$ cat config.mk
export PLATFORM = sky130hd
export DESIGN_NAME = mem_read_ctrl
export DESIGN_NICKNAME = d
export VERILOG_FILES = /design/src/rtl/mem_rd_pkg.sv /design/src/rtl/mem_rd_timer.sv /design/src/rtl/mem_read_ctrl.sv
export SDC_FILE = /design/constraint.sdc
export NUM_CORES = 1
export LEC_CHECK = 0
export BUFFER_PORTS_ARGS = -buffer_cell sky130_fd_sc_hd__buf_2
export CORE_ASPECT_RATIO = 0.75
export CORE_MARGIN = 2
export CORE_UTILIZATION = 30
export DETAILED_ROUTE_END_ITERATION = 6
export PLACE_DENSITY = 0.55
export SYNTH_ARGS = -nofsm -noshare
export SYNTH_HDL_FRONTEND = slang
export SYNTH_SLANG_ARGS = --single-unit
$ cat constraint.sdc
create_clock -name clk -period 1.98 [get_ports clk]
set_input_delay 0.396 -clock clk [delete_from_list [all_inputs] [get_ports clk]]
set_output_delay 0.396 -clock clk [all_outputs]
set_load 0.005 [all_outputs]
$ cat src/rtl/mem_rd_pkg.sv
// rtl/mem_rd_pkg.sv - shared state encoding and default sizing for the memory read controller
package mem_rd_pkg;

  localparam int unsigned DEF_DATA_W      = 32;
  localparam int unsigned DEF_ADDR_W      = 9;
  localparam int unsigned DEF_TIMEOUT_CYC = 16;

  typedef enum logic [1:0] {
    ST_IDLE = 2'd0,
    ST_REQ  = 2'd1,
    ST_DONE = 2'd2
  } rd_state_t;

endpackage

$ cat src/rtl/mem_rd_timer.sv
// rtl/mem_rd_timer.sv - load/enable/expire counter bounding how long a read may wait for mem_ack
module mem_rd_timer #(
  parameter int unsigned TIMEOUT_CYC = 16,
  localparam int unsigned CW = $clog2(TIMEOUT_CYC) + 1
) (
  input  logic clk,
  input  logic clr,
  input  logic load,
  input  logic en,
  output logic expire
);

  logic [CW-1:0] count;

  // Saturates rather than wrapping, so a stalled count can never re-fire.
  always_ff @(posedge clk) begin
    if (clr || load) begin
      count <= '0;
    end else if (en && (count != CW'(TIMEOUT_CYC))) begin
      count <= count + 1'b1;
    end
  end

  // Fires on the edge that would complete the TIMEOUT_CYC-th unacknowledged REQ cycle.
  assign expire = en && (count == CW'(TIMEOUT_CYC - 1));

endmodule

$ cat src/rtl/mem_read_ctrl.sv
// rtl/mem_read_ctrl.sv - req/ack RAM read controller feeding the MDR mux
// Optional abort-on-timeout enabled by defining MEM_RD_TIMEOUT_EN.
module mem_read_ctrl
  import mem_rd_pkg::*;
#(
  parameter int unsigned DATA_W      = DEF_DATA_W,
  parameter int unsigned ADDR_W      = DEF_ADDR_W,
  parameter int unsigned TIMEOUT_CYC = DEF_TIMEOUT_CYC
) (
  input  logic              clk,
  input  logic              clr,
  input  logic              rd_start,
  input  logic [ADDR_W-1:0] rd_addr,
  output logic [ADDR_W-1:0] mem_addr,
  output logic              mem_rd,
  input  logic              mem_ack,
  input  logic [DATA_W-1:0] mem_data,
  output logic [DATA_W-1:0] data_out,
  output logic              busy,
  output logic              done,
  output logic              err
);

  rd_state_t state;
  logic      timeout_hit;

`ifdef MEM_RD_TIMEOUT_EN
  mem_rd_timer #(
    .TIMEOUT_CYC (TIMEOUT_CYC)
  ) u_timer (
    .clk    (clk),
    .clr    (clr),
    .load   ((state == ST_IDLE) && rd_start),
    .en     ((state == ST_REQ) && !mem_ack),
    .expire (timeout_hit)
  );
`else
  logic unused_timeout_cfg;
  assign unused_timeout_cfg = (TIMEOUT_CYC != 0);
  assign timeout_hit        = 1'b0;
`endif

  always_ff @(posedge clk) begin
    if (clr) begin
      state    <= ST_IDLE;
      mem_addr <= '0;
      mem_rd   <= 1'b0;
      data_out <= '0;
      busy     <= 1'b0;
      done     <= 1'b0;
      err      <= 1'b0;
    end else begin
      case (state)
        ST_IDLE: begin
          done <= 1'b0;
          busy <= 1'b0;
          if (rd_start) begin
            mem_addr <= rd_addr;
            mem_rd   <= 1'b1;
            err      <= 1'b0;
            busy     <= 1'b1;
            state    <= ST_REQ;
          end
        end
        ST_REQ: begin
          // Ack is checked first so a simultaneous timeout still completes the read.
          if (mem_ack) begin
            data_out <= mem_data;
            mem_rd   <= 1'b0;
            done     <= 1'b1;
            state    <= ST_DONE;
          end else if (timeout_hit) begin
            mem_rd <= 1'b0;
            err    <= 1'b1;
            done   <= 1'b1;
            state  <= ST_DONE;
          end
        end
        ST_DONE: begin
          done  <= 1'b0;
          busy  <= 1'b0;
          state <= ST_IDLE;
        end
        default: begin
          mem_rd <= 1'b0;
          done   <= 1'b0;
          busy   <= 1'b0;
          state  <= ST_IDLE;
        end
      endcase
    end
  end

endmodule

==> impl_metrics.toml <==
[detailed_routing]
drt_first_iter_violations = 43
antenna_violating_nets_post_route = 0
route.detailed.wl_per_inst_um = 11.1
1st_pass_router_iterations = 4
via_count = 1545
via_to_cell_ratio = 4.29
drc = 0
postRouteWirelength_um = 4010

[final_layout]
multi_input_area_sq_um = 626
final_common_cell = "sky130_fd_sc_hd__buf_2"
layout-drive-gt1-share_pct = 35.1
seqCellArea_sq_um = 921
diodes = 0
fillerInstances = 571
mostFrequentLayoutCells = "sky130_fd_sc_hd__buf_2 (88), sky130_fd_sc_hd__nand2_1 (83), sky130_fd_sc_hd__dfxtp_1 (46)"
layout_overhead_on_the_synthesized_area_pct = 32.7
finalNetCount = 331

[cts]
tritoncts.num_buffers = 5
post-cts-setup-buffers = 0
clk_latency_ns = 0.28
post_cts_resized = 0
clock_sink_count = 46
htree_levels = 2
postCtsHoldBufs = 0
max-clock-path-buffers = 2
ctsRootBufferMaster = "sky130_fd_sc_hd__clkbuf_8"
cts_tree = "built"
worst_setup_hold_path_clk_slew_ns = 0.08

[timing]
slew_headroom_pct = 63.3
min_period_ns = 1.34
period_share_pct = 67.4
finalHoldViolations = 0
worst_slack_ns = 0.645
fin_worst_skew_ns = 0.00316
slew_violations = 0
fmax_achieved_mhz = 749
report.final.setup_viol = 0
fin_tns_setup_ns = 0
rsz_0062_raised_after_global_routing = "false"
worst-slew-pin-transition_ns = 0.548

[grt]
grt_pass1_vias = 1297
grt_max_degree = 33
grt_util_all_layers_pct = 12.4
grt_overflow_total = 0
global_route_wire_length_before_repair_um = 6000
grt_antenna_before_repair = 0

[outcome]
result_of_the_run = "completed"

[logic_synthesis]
netlist-cell-type-count = 22
yosysWarnings = 0
synth-seq-area-share_pct = 55.6
synth_nets = 247
yosys_register_bits = 46
avgSynthCellArea_sq_um = 8.19
synth_area_sq_um = 1660
syn_inst = 202

[setup_path]
worstPathCellList = "and3b_1 > buf_4 > nand2_1 > a21oi_1"
timing.critical_path.buf_inv = 1
worstSetupEndpointType = "register"
reg2reg_slack_ns = 0.64
worstPathMaxFanout = 32
setup.worst_path.class = "register to register"
critPathMaxStageDelay_ns = 0.50
cp.depth = 4
crit_slowest_cell = "sky130_fd_sc_hd__dfxtp_1"
cp_data_arrival_time_ns = 1.55
timing.rr.start = "state[0]"
crit-reg2reg-capture = "data_out[16]"
reg2regPathDepth = 4
cp.required_ns = 2.19
crit_family = "flip-flops"
timing.critical_path.from_type = "register"

[power]
finalPower_mw = 1.74
internal_power_mw = 1.33
seq_power_share_pct = 56.8
power.share.switching_pct = 23.6
power_density_nw_per_um2 = 792
netSwitchingPower_mw = 0.411
combinationalPowerShare_pct = 11.3
pwr-share-clk_pct = 31.9
peakVddDrop_uv = 486
power.leakage_nw = 1.03

[floorplanning]
core_area_sq_um = 5320
chipHeight_um = 68.3
rows = 23
floorplan.io_pins = 90
die_width_um = 89.8
die-area_sq_um = 6130
initial_utilization_pct = 31.1

[placement]
portBuffers = 88
routability_congestion_estimate_from_global_placement = 0.689
dp_hpwl_um = 2820
dp_slack_ns = 0.634

[job]
max_cap_viol_count = 0

[worst_hold_path]
min_to = "data_out[7]"
holdCritPathClass = "primary input to register"
whs_path_depth = 3
worst_hold_startpoint = "mem_data[7]"
==> power by group through the flow <==
stage	logic [mW]	registers, mW	clock network [mW]
after detailed placement	0.201	1.01	0
final	0.196	0.989	0.555
after CTS	0.201	0.990	0.583
after floorplan	0.107	1.01	0
after global routing	0.223	0.995	0.608
after global placement	0.199	1.01	0
==> logic make-up (layout without fill, tap and decap cells) <==
logic type	after synthesis	after routing	share of synthesized area (%)
flip-flops	46	46	55.6
AND/OR/NAND/NOR	93	93	23.2
buffers and inverters	16	99	6.58
AO/OA/AOI/OAI	46	46	14.4
other	1	1	0.227
==> routing by layer <==
layer	routed length, um	up-vias	global-route usage (%)	part of all wire, %
met4	18	0	4.04	0.45
met2	1940	49	21.6	48
met5	0	-	0	0
met3	239	2	4.19	6.0
met1	1810	685	14.9	45
li1	-	809	-	-
==> cells in the mapped netlist <==
cell                       number  share of area (%)
sky130_fd_sc_hd__nand2_1       83                 19
sky130_fd_sc_hd__dfxtp_1       46                 56
sky130_fd_sc_hd__a21oi_1       43                 13
sky130_fd_sc_hd__buf_6          5                3.4
sky130_fd_sc_hd__clkbuf_1       5                1.1
sky130_fd_sc_hd__buf_2          3               0.91
sky130_fd_sc_hd__buf_4          2               0.91
sky130_fd_sc_hd__a21o_1         1               0.45
sky130_fd_sc_hd__and3_1         1               0.38
sky130_fd_sc_hd__and3b_1        1               0.53
sky130_fd_sc_hd__conb_1         1               0.23
sky130_fd_sc_hd__inv_1          1               0.23
sky130_fd_sc_hd__nand2b_1       1               0.38
sky130_fd_sc_hd__nand3b_1       1               0.45
sky130_fd_sc_hd__nor2_1         1               0.23
sky130_fd_sc_hd__nor3_1         1               0.30
sky130_fd_sc_hd__nor3b_2        1               0.76
sky130_fd_sc_hd__o211a_1        1               0.60
sky130_fd_sc_hd__o21ai_0        1               0.30
sky130_fd_sc_hd__or2_2          1               0.38
sky130_fd_sc_hd__or2b_1         1               0.45
sky130_fd_sc_hd__or3b_1         1               0.53
==> flip-flops by register name, summed over array words and instances (netlist names) <==
signal,count
mem_rd,1
busy,1
data_out,32
mem_addr,9
state,2
done,1
==> area by class of cell <==
type	count	area share, %
flip-flops and latches	46	41.9
multi-input cells	140	28.5
repair buffers	92	21.4
well taps	75	4.27
clock buffers	6	3.76
inverters	1	0.171
==> tightest hold or removal path: cells and delay by family <==
kind | cells | cell delay [ns]
AO/OA/AOI/OAI | 1 | 0.05
buffers and inverters | 1 | 0.09
AND/OR/NAND/NOR | 1 | 0.04
==> worst max-delay path by stage <==
| stage | start | end | slack [ns] |
|---|---|---|---|
| 3_5_place_dp | mem_ack | data_out[5] | 0.63 |
| 3_3_place_gp | rd_start | mem_addr[2] | 0.67 |
| 2_1_floorplan | state[0] | mem_addr[0] | 0.85 |
| 5_1_grt | state[0] | data_out[26] | 0.53 |
| 6_report | state[0] | data_out[16] | 0.64 |
| 4_1_cts | state[0] | data_out[16] | 0.64 |
==> per-stage QoR <==
| step | utilization, % | area, sq um | instances | hold WS, ns |
|---|---|---|---|---|
| 2_1_floorplan | - | 1660 | 202 | 0.448 |
| 4_1_cts | 41.3 | 2200 | 360 | 0.330 |
| 3_3_place_gp | 39.7 | 2110 | 354 | 0.439 |
| 5_1_grt | 41.3 | 2200 | 360 | 0.332 |
| 6_report | 41.3 | 2200 | 360 | 0.340 |
| 3_5_place_dp | 39.7 | 2110 | 354 | 0.444 |
Note: power is estimated with default switching activity, not from simulation.
